$ cat src/rtl/pc_sequencer.sv
// Program counter with stall, relative branch, absolute jump and halt/resume FSM.
// Optional return-address stack enabled by defining CALL_STACK_EN.
module pc_sequencer #(
    parameter int PC_W      = 8,
    parameter int STEP      = 1,
    parameter int RESET_VEC = 0,
    parameter int RAS_DEPTH = 4
) (
    input  logic            clk,
    input  logic            rst,
    input  logic            stall,
    input  logic            br_taken,
    input  logic [PC_W-1:0] br_offset,
    input  logic            jump,
    input  logic [PC_W-1:0] jump_target,
    input  logic            halt_req,
    input  logic            resume,
`ifdef CALL_STACK_EN
    input  logic            call,
    input  logic            ret,
    output logic            ras_empty,
    output logic            ras_underflow,
`endif
    output logic [PC_W-1:0] pc,
    output logic            pc_valid,
    output logic            wrap
);

    typedef enum logic {RUN, HALTED} state_t;

    state_t          state, state_nx;
    logic [PC_W-1:0] pc_nx;
    logic            wrap_nx;
    logic [PC_W:0]   inc_sum;

    assign inc_sum = {1'b0, pc} + {1'b0, PC_W'(STEP)};

`ifdef CALL_STACK_EN
    localparam int IW = (RAS_DEPTH > 1) ? $clog2(RAS_DEPTH) : 1;
    localparam int CW = $clog2(RAS_DEPTH + 1);

    logic [PC_W-1:0] ras_mem [RAS_DEPTH];
    logic [IW-1:0]   wr_ptr, rd_idx, wr_inc;
    logic [CW-1:0]   cnt;
    logic            push, pop, uf_nx;

    // wr_ptr is the next free slot; the circular buffer lets a push when full
    // silently drop the oldest return address.
    assign rd_idx    = (wr_ptr == '0) ? IW'(RAS_DEPTH - 1) : wr_ptr - 1'b1;
    assign wr_inc    = (wr_ptr == IW'(RAS_DEPTH - 1)) ? '0 : wr_ptr + 1'b1;
    assign ras_empty = (cnt == '0);
`endif

    always_comb begin
        state_nx = state;
        pc_nx    = pc;
        wrap_nx  = 1'b0;
`ifdef CALL_STACK_EN
        push     = 1'b0;
        pop      = 1'b0;
        uf_nx    = 1'b0;
`endif
        if (state == RUN) begin
            if (halt_req)
                state_nx = HALTED;
`ifdef CALL_STACK_EN
            if (call) begin
                pc_nx = jump_target;
                push  = 1'b1;
            end else if (ret && !ras_empty) begin
                pc_nx = ras_mem[rd_idx];
                pop   = 1'b1;
            end else if (ret) begin
                pc_nx   = inc_sum[PC_W-1:0];
                wrap_nx = inc_sum[PC_W];
                uf_nx   = 1'b1;
            end else
`endif
            if (jump)
                pc_nx = jump_target;
            else if (br_taken)
                pc_nx = pc + br_offset;
            else if (!stall) begin
                pc_nx   = inc_sum[PC_W-1:0];
                wrap_nx = inc_sum[PC_W];
            end
        end else if (resume && !halt_req) begin
            state_nx = RUN;
        end
    end

    always_ff @(posedge clk or posedge rst) begin
        if (rst) begin
            state <= RUN;
            pc    <= PC_W'(RESET_VEC);
            wrap  <= 1'b0;
        end else begin
            state <= state_nx;
            pc    <= pc_nx;
            wrap  <= wrap_nx;
        end
    end

    assign pc_valid = (state == RUN);

`ifdef CALL_STACK_EN
    always_ff @(posedge clk or posedge rst) begin
        if (rst) begin
            wr_ptr        <= '0;
            cnt           <= '0;
            ras_underflow <= 1'b0;
        end else begin
            ras_underflow <= uf_nx;
            if (push) begin
                wr_ptr <= wr_inc;
                if (cnt != CW'(RAS_DEPTH))
                    cnt <= cnt + 1'b1;
            end else if (pop) begin
                wr_ptr <= rd_idx;
                cnt    <= cnt - 1'b1;
            end
        end
    end

    // Entries need no reset: cnt gates every read.
    always_ff @(posedge clk) begin
        if (push)
            ras_mem[wr_ptr] <= inc_sum[PC_W-1:0];
    end
`endif

endmodule

$ cat config.mk
export PLATFORM = sky130hd
export DESIGN_NAME = pc_sequencer
export DESIGN_NICKNAME = d
export VERILOG_FILES = /design/src/rtl/pc_sequencer.sv
export SDC_FILE = /design/constraint.sdc
export NUM_CORES = 1
export LEC_CHECK = 0
export BUFFER_PORTS_ARGS = -buffer_cell sky130_fd_sc_hd__buf_2
export CORE_MARGIN = 10
export CORE_UTILIZATION = 35
export DETAILED_ROUTE_END_ITERATION = 7
export MAX_ROUTING_LAYER = met4
export PLACE_DENSITY = 0.63
export RECOVER_POWER = 25
export SYNTH_ARGS = -nofsm -noshare
export SYNTH_HDL_FRONTEND = slang
export SYNTH_SLANG_ARGS = --single-unit
$ cat constraint.sdc
create_clock -name clk -period 1.8 [get_ports clk]
set_input_delay 0.18 -clock clk [delete_from_list [all_inputs] [get_ports clk]]
set_output_delay 0.18 -clock clk [all_outputs]
set_load 0.02 [all_outputs]
==> out/metrics.cfg, run 1 <==
[die]
floorplan.initialDensity_pct=36.5
io_pins=33
dieArea_um2=5420
fp.coreArea_um2=2760
die_width_um=73.6
die-height_um=73.6
placementRows=19

[logic_synthesis]
post_synth_inst_count=114
synth_seq_cells=10
yosysWarnings=0
synth.distinct_cells=42
synth.yosys.seq_area_share_pct=24.8
avgSynthCellArea_um2=8.84
synthesized_cell_area_um2=1010
postSynthNetCount=146

[setup_path]
start_kind=flop
timing.critical_path.required_ns=1.96
path_type_of_the_worst_setup_path=flop to flop
critPathMaxFanout=2
endpoint_kind=flop
worst_ep_arrival_time_ns=1.93

[cells_and_area]
final_cell_area_um2=1310
layout.area.seq_um2=254
fillerInstances=268
layout_common_cells=32 x buf_2, 10 x a21oi_1, 9 x buf_4
multi_input_area_um2=729
final_common_cell=buf_2
n_antenna_cell=0
flow.area_growth_from_synthesis_pct=30.3
finalNetCount=190
post-route-util_pct=47.6
post_route_cells_drive_above_1_share_pct=40.1

[pwr]
pwr-share-comb_pct=61.2
seq_power_share_pct=24.9
power.static_leakage_uw=0.000596
internal_power_uw=732
netSwitchingFraction_pct=44.7
power.switching_uw=592
pwr-share-clk_pct=13.9
vdd_ir_drop_max_mv=0.674
powerDensity_nw_per_um2=1010

[sta]
max_slew.worst_pin.slew_ns=0.471
hold_viol_final=0
final.min_clock_period_ns=1.77
final_period_utilization_pct=98.2
max_freq_mhz=566
worst_hold_slack_ns=0.0599
remaining_max_slew_budget_at_the_tightest_pin_pct=68.6
finClkSkew_ns=0.00346
setup_repair_after_global_routing_missed_its_margin=true
slew_viol_final=0
timing.setup.tns_ns=0
setup_violations=0

[placed_design]
finalWeightedCongestion=0.908
place_hpwl_um=2510
place.port_buffers=32
placed_area_um2=1250

[detailed_routing]
drt_iter0_drc=37
drtPass1Iterations=4
vias_per_cell=5.49
finalWirelength_um=3150
drc_errors=0
final_antenna_net_count=0
wl_per_cell_um=16.8
num_vias=1033

[global_routing]
antenna_violations_before_repair=0
first_pass_grt_wire_length_um=4950
via_count_of_the_first_global_routing_pass=1025
grt.total_usage_pct=12.0
grt_max_degree=15
remaining_overflow_grt=0

[clocking]
clk-insertion-delay-late_ns=0.28
cts_max_path_buffers=2
cts.sinks=10
tritoncts=built
worst_setup_hold_path_clk_slew_ns=0.08
tritoncts.num_buffers=3
clock_h_tree_levels=1
cts_root_buf=clkbuf_4

[run]
maxCapViolations=0

[outcome]
run_status=complete, no violations

[hold_path]
hold_class=input port to flop

-- repair_timing --
item	CTS	global route
pin swaps	2	2
hold endpoints to repair	10	0
endpoints found under the setup margin	2	4
hold buffers	1	0
resized for setup	1	3
buffers inserted	0	3
-- area by class of cell --
type                            instances  area share (%)
Clock buffer                            4            2.00
Tap cell                               31            2.96
Sequential cell                        10            19.4
Inverter                                7            2.00
Multi-Input combinational cell         94            55.6
Timing Repair Buffer                   42            18.1
-- final timing paths --
path	slack, ns	to	start	cells past startpoint
hold / removal	0.06	state	resume	2
setup / recovery	0.03	pc[4]	pc[0]	8
hold reg to reg	0.58	wrap	state	1
setup reg to reg	0.03	pc[4]	pc[0]	8
min in group asynchronous	0.45	pc[0]	rst	3
max in group asynchronous	1.01	pc[1]	rst	3
-- cell usage after synthesis (all sizes together) --
master,number,area share (%)
and3,3,2.4
or2,1,0.87
inv,7,2.6
nor3b,2,1.5
xor2,2,1.7
nand2,5,1.9
mux2i,2,2.0
o31ai,2,2.9
xnor2,5,4.3
fa,1,2.0
a21o,2,1.5
o2bb2ai,1,0.87
a211oi,1,1.2
a21oi,12,6.3
nor2b,3,1.9
a311oi,1,0.87
buf,2,1.6
ha,8,9.9
nor3,4,2.0
nor4b,1,2.4
o21ai,14,7.7
o21a,1,0.75
nand3,6,3.5
nor2,6,3.0
a31oi,2,1.2
o211ai,2,1.5
dfrtp,10,25
o21bai,1,0.75
a221oi,1,1.5
or3,1,0.62
clkbuf,1,0.37
nand2b,2,1.2
a211o,1,0.87
o221ai,1,1.5
-- stage by stage --
step                setup slack, ns  std cells  power (uW)
floorplan                   0.00504        114         868
global placement           -0.00831        180        1090
detailed placement          -0.0443        180        1110
CTS                         0.00122        185        1300
global route                -0.0571        188        1420
finish                       0.0332        188        1320
-- routing by layer --
metal	vias to the layer above	GRT usage, %	wire (um)
li1	508	-	-
met1	481	15.1	1460
met2	37	18.0	1510
met3	7	1.48	94
met4	0	7.04	88
met5	-	-	0
-- state kept, by name (all words and copies together) (netlist names) --
register / cells
state: 1
pc: 8
wrap: 1
-- power by group through the flow --
stage          registers, uW  clock network (uW)  logic (uW)
3_3_place_gp             332                   0         759
4_1_cts                  332                 184         785
5_1_grt                  338                 195         892
3_5_place_dp             335                   0         777
6_report                 330                 184         811
2_1_floorplan            418                   0         450
-- logic make-up after synthesis --
family / Yosys count / share of synthesized area, %
AO/OA/AOI/OAI: 42 / 29.4
XOR/XNOR: 7 / 6.09
adder cells (fa/ha/maj): 9 / 11.9
buffers and inverters: 10 / 4.60
flip-flops: 10 / 24.8
multiplexers: 2 / 1.99
AND/OR/NAND/NOR: 34 / 21.1
-- worst max-delay path, stage by stage (launching register included) --
cell	delay, ns
dfrtp_2	0.43
ha_4	0.17
inv_2	0.05
fa_2	0.20
nor2b_1	0.05
o21a_1	0.18
or3_1	0.30
a31oi_1	0.17
o31ai_1	0.09
(Power assumes the default switching activity.)
==> run 2, diff against run 1 <==
--- a/config.mk
+++ b/config.mk
@@ -5,12 +5,13 @@
 export SDC_FILE = /design/constraint.sdc
 export NUM_CORES = 1
 export LEC_CHECK = 0
+export ABC_AREA = 1
 export BUFFER_PORTS_ARGS = -buffer_cell sky130_fd_sc_hd__buf_2
 export CORE_MARGIN = 10
 export CORE_UTILIZATION = 35
 export DETAILED_ROUTE_END_ITERATION = 7
 export MAX_ROUTING_LAYER = met4
-export PLACE_DENSITY = 0.63
+export PLACE_DENSITY = 0.62
 export RECOVER_POWER = 25
 export SYNTH_ARGS = -nofsm -noshare
 export SYNTH_HDL_FRONTEND = slang
==> run 2 against run 1 <==
First-iteration DRC count grew 120%. Sequential cell count unchanged. Synthesized cell count rose by 45%. Register-to-register slack improved by 0.14 ns. Clock skew about the same. Global-route usage shrank 0.72 points. Clock power is 15% higher. Cell count up 27%. Final area rose by 2.3%. Count of clock-buffer cells in the layout did not move. Worst setup slack improved by 0.14 ns. Sequential share of layout area fell by 0.71 points. Largest cell class unchanged.
==> out/metrics.cfg, run 2 <==
[outcome]
run_status=complete, no violations

[logic_synthesis]
ys_top_cells_by_area=dfrtp_1 23%, nand2_1 17%, ha_1 9.3%, inv_1 7.6%, nor2_1 7.3%
yosys.cell_count.top_type=nand2_1
yosysWarnings=0
synth.distinct_cells=26
async_flop_share_pct=100
synthesized_cell_area_um2=1080
post_synth_inst_count=165
avgSynthCellArea_um2=6.54
yosys-top-cells-count=49 x nand2_1, 22 x inv_1, 21 x nor2_1
yosys_most_used_dff=dfrtp_1
library_cell_with_the_largest_summed_area_after_synthesis=dfrtp_1
postSynthNetCount=197
synth_seq_cells=10
synth.yosys.seq_area_share_pct=23.2
post_synth_edffs=0
synth_top_area_share_pct=23.2

[detailed_routing]
wl_per_cell_um=11.9
drt_iter0_drc=83
finalWirelength_um=2830
vias_per_cell=4.77
final_antenna_net_count=0
drtPass1Iterations=4
num_vias=1135
drc_errors=0

[clocking]
clk-insertion-delay-late_ns=0.28
tritoncts=built
tritoncts.num_buffers=3
cts_max_path_buffers=2
clock_h_tree_levels=1
cts-hold-fix-buffers=1
cts.sinks=10
cts_root_buf=clkbuf_4
worst_setup_hold_path_clk_slew_ns=0.07
postCtsSetupRepairBufs=0
post_cts_resize_count=0

[die]
die-height_um=75.5
dieArea_um2=5710
floorplan.initialDensity_pct=36.0
die_width_um=75.5
fp.coreArea_um2=3000
placementRows=20
io_pins=33

[setup_path]
start_kind=flop
timing.critical_path.required_ns=1.98
worst_ep_arrival_time_ns=1.80
path_type_of_the_worst_setup_path=flop to flop
critPathMaxFanout=5
endpoint_kind=flop

[cells_and_area]
number_of_flip_flops_in_the_largest_register=8
layout_common_cells=49 x nand2_1, 32 x buf_2, 22 x inv_1
post-route-util_pct=44.7
final_common_cell=nand2_1
largestRegisters=pc (8), state (1), wrap (1)
finalNetCount=238
fillerInstances=327
flow.area_growth_from_synthesis_pct=24.3
n_antenna_cell=0
post_route_cells_drive_above_1_share_pct=27.3
largest-register=pc

[pwr]
powerDensity_nw_per_um2=862
vdd_ir_drop_max_mv=0.369
power.static_leakage_uw=0.000756

[global_routing]
first_pass_grt_wire_length_um=4890
via_count_of_the_first_global_routing_pass=1110
grt.total_usage_pct=11.3
antenna_violations_before_repair=0
grt_max_degree=12
remaining_overflow_grt=0

[sta]
hold_viol_final=0
setup_repair_after_global_routing_missed_its_margin=false
setup_violations=0
finalWorstSetupSlack_ns=0.178
max_freq_mhz=616
final_period_utilization_pct=90.1
remaining_max_slew_budget_at_the_tightest_pin_pct=72.1
max_slew.worst_pin.slew_ns=0.418
slew_viol_final=0
finClkSkew_ns=0.00345
final.min_clock_period_ns=1.62
timing.setup.tns_ns=0

[hold_path]
hold_class=input port to flop

[run]
maxCapViolations=0

[placed_design]
finalWeightedCongestion=0.803
place_hpwl_um=2390
place.port_buffers=32
preCtsSetupSlack_ns=0.167

run 2: cell types whose count changed after synthesis, moves of 3 or more:
cell and change:
nand2_1 +44, o21ai_1 -5, nor3_1 -3, nand3_1 +6, nor2_1 +16, a21oi_1 -3, inv_1 +15, nor2b_1 -3
inv_2 +3
run 2: where the power goes:
group	internal [uW]	switching [uW]	leakage, uW
logic	257	389	0.000614
registers	265	34.9	0.000120
clock network	123	88.2	0.0000210
run 2: worst paths after layout:
kind / from / endpoint / slack [ns] / cells after the start
min: resume / state / 0.07 / 2
max in group asynchronous: rst / pc[1] / 1.07 / 3
min in group asynchronous: rst / state / 0.43 / 3
max: pc[1] / pc[6] / 0.18 / 10
max reg2reg: pc[1] / pc[6] / 0.18 / 10
min reg2reg: state / state / 0.59 / 2
run 2: logic make-up after synthesis:
logic type	after synthesis	share of synthesized area, %
simple gates	94	39.5
buf+inv	28	11.5
compound gates	21	12.3
flops	10	23.2
fa+ha+maj	9	11.1
xor+xnor	3	2.43
run 2: final cells by class:
class / count / area, um^2 / area share (%)
inverter: 25 / 93.8 / 6.99
multi-input combinational: 127 / 706 / 52.6
clock buffer: 4 / 36.3 / 2.70
tap: 33 / 41.3 / 3.08
sequential: 10 / 250 / 18.6
timing repair buffer: 39 / 215 / 16.0
run 2: worst max-delay path, cell delays in order, from the launching register on:
cell     delay, ns
dfrtp_1       0.44
inv_1         0.11
fa_1          0.45
inv_1         0.07
nand4_1       0.12
nand3_1       0.09
nand2_1       0.05
nand3_1       0.06
nand2_1       0.05
nand2_1       0.05
nand2_1       0.04
run 2: per-layer routing:
layer	up-vias	track usage [%]	wire, um
li1	604	-	-
met4	0	5.36	49
met2	34	17.8	1280
met5	-	-	0
met1	492	13.6	1300
met3	5	2.21	195
run 2: per-stage QoR:
stage / cells / hold WS, ns / power, uW / area [um^2]
2_1_floorplan: 165 / 0.0202 / 756 / 1080
3_3_place_gp: 233 / 0.197 / 951 / 1300
3_5_place_dp: 233 / 0.201 / 952 / 1300
4_1_cts: 238 / 0.0670 / 1170 / 1340
5_1_grt: 238 / 0.0749 / 1280 / 1340
6_report: 238 / 0.0746 / 1160 / 1340
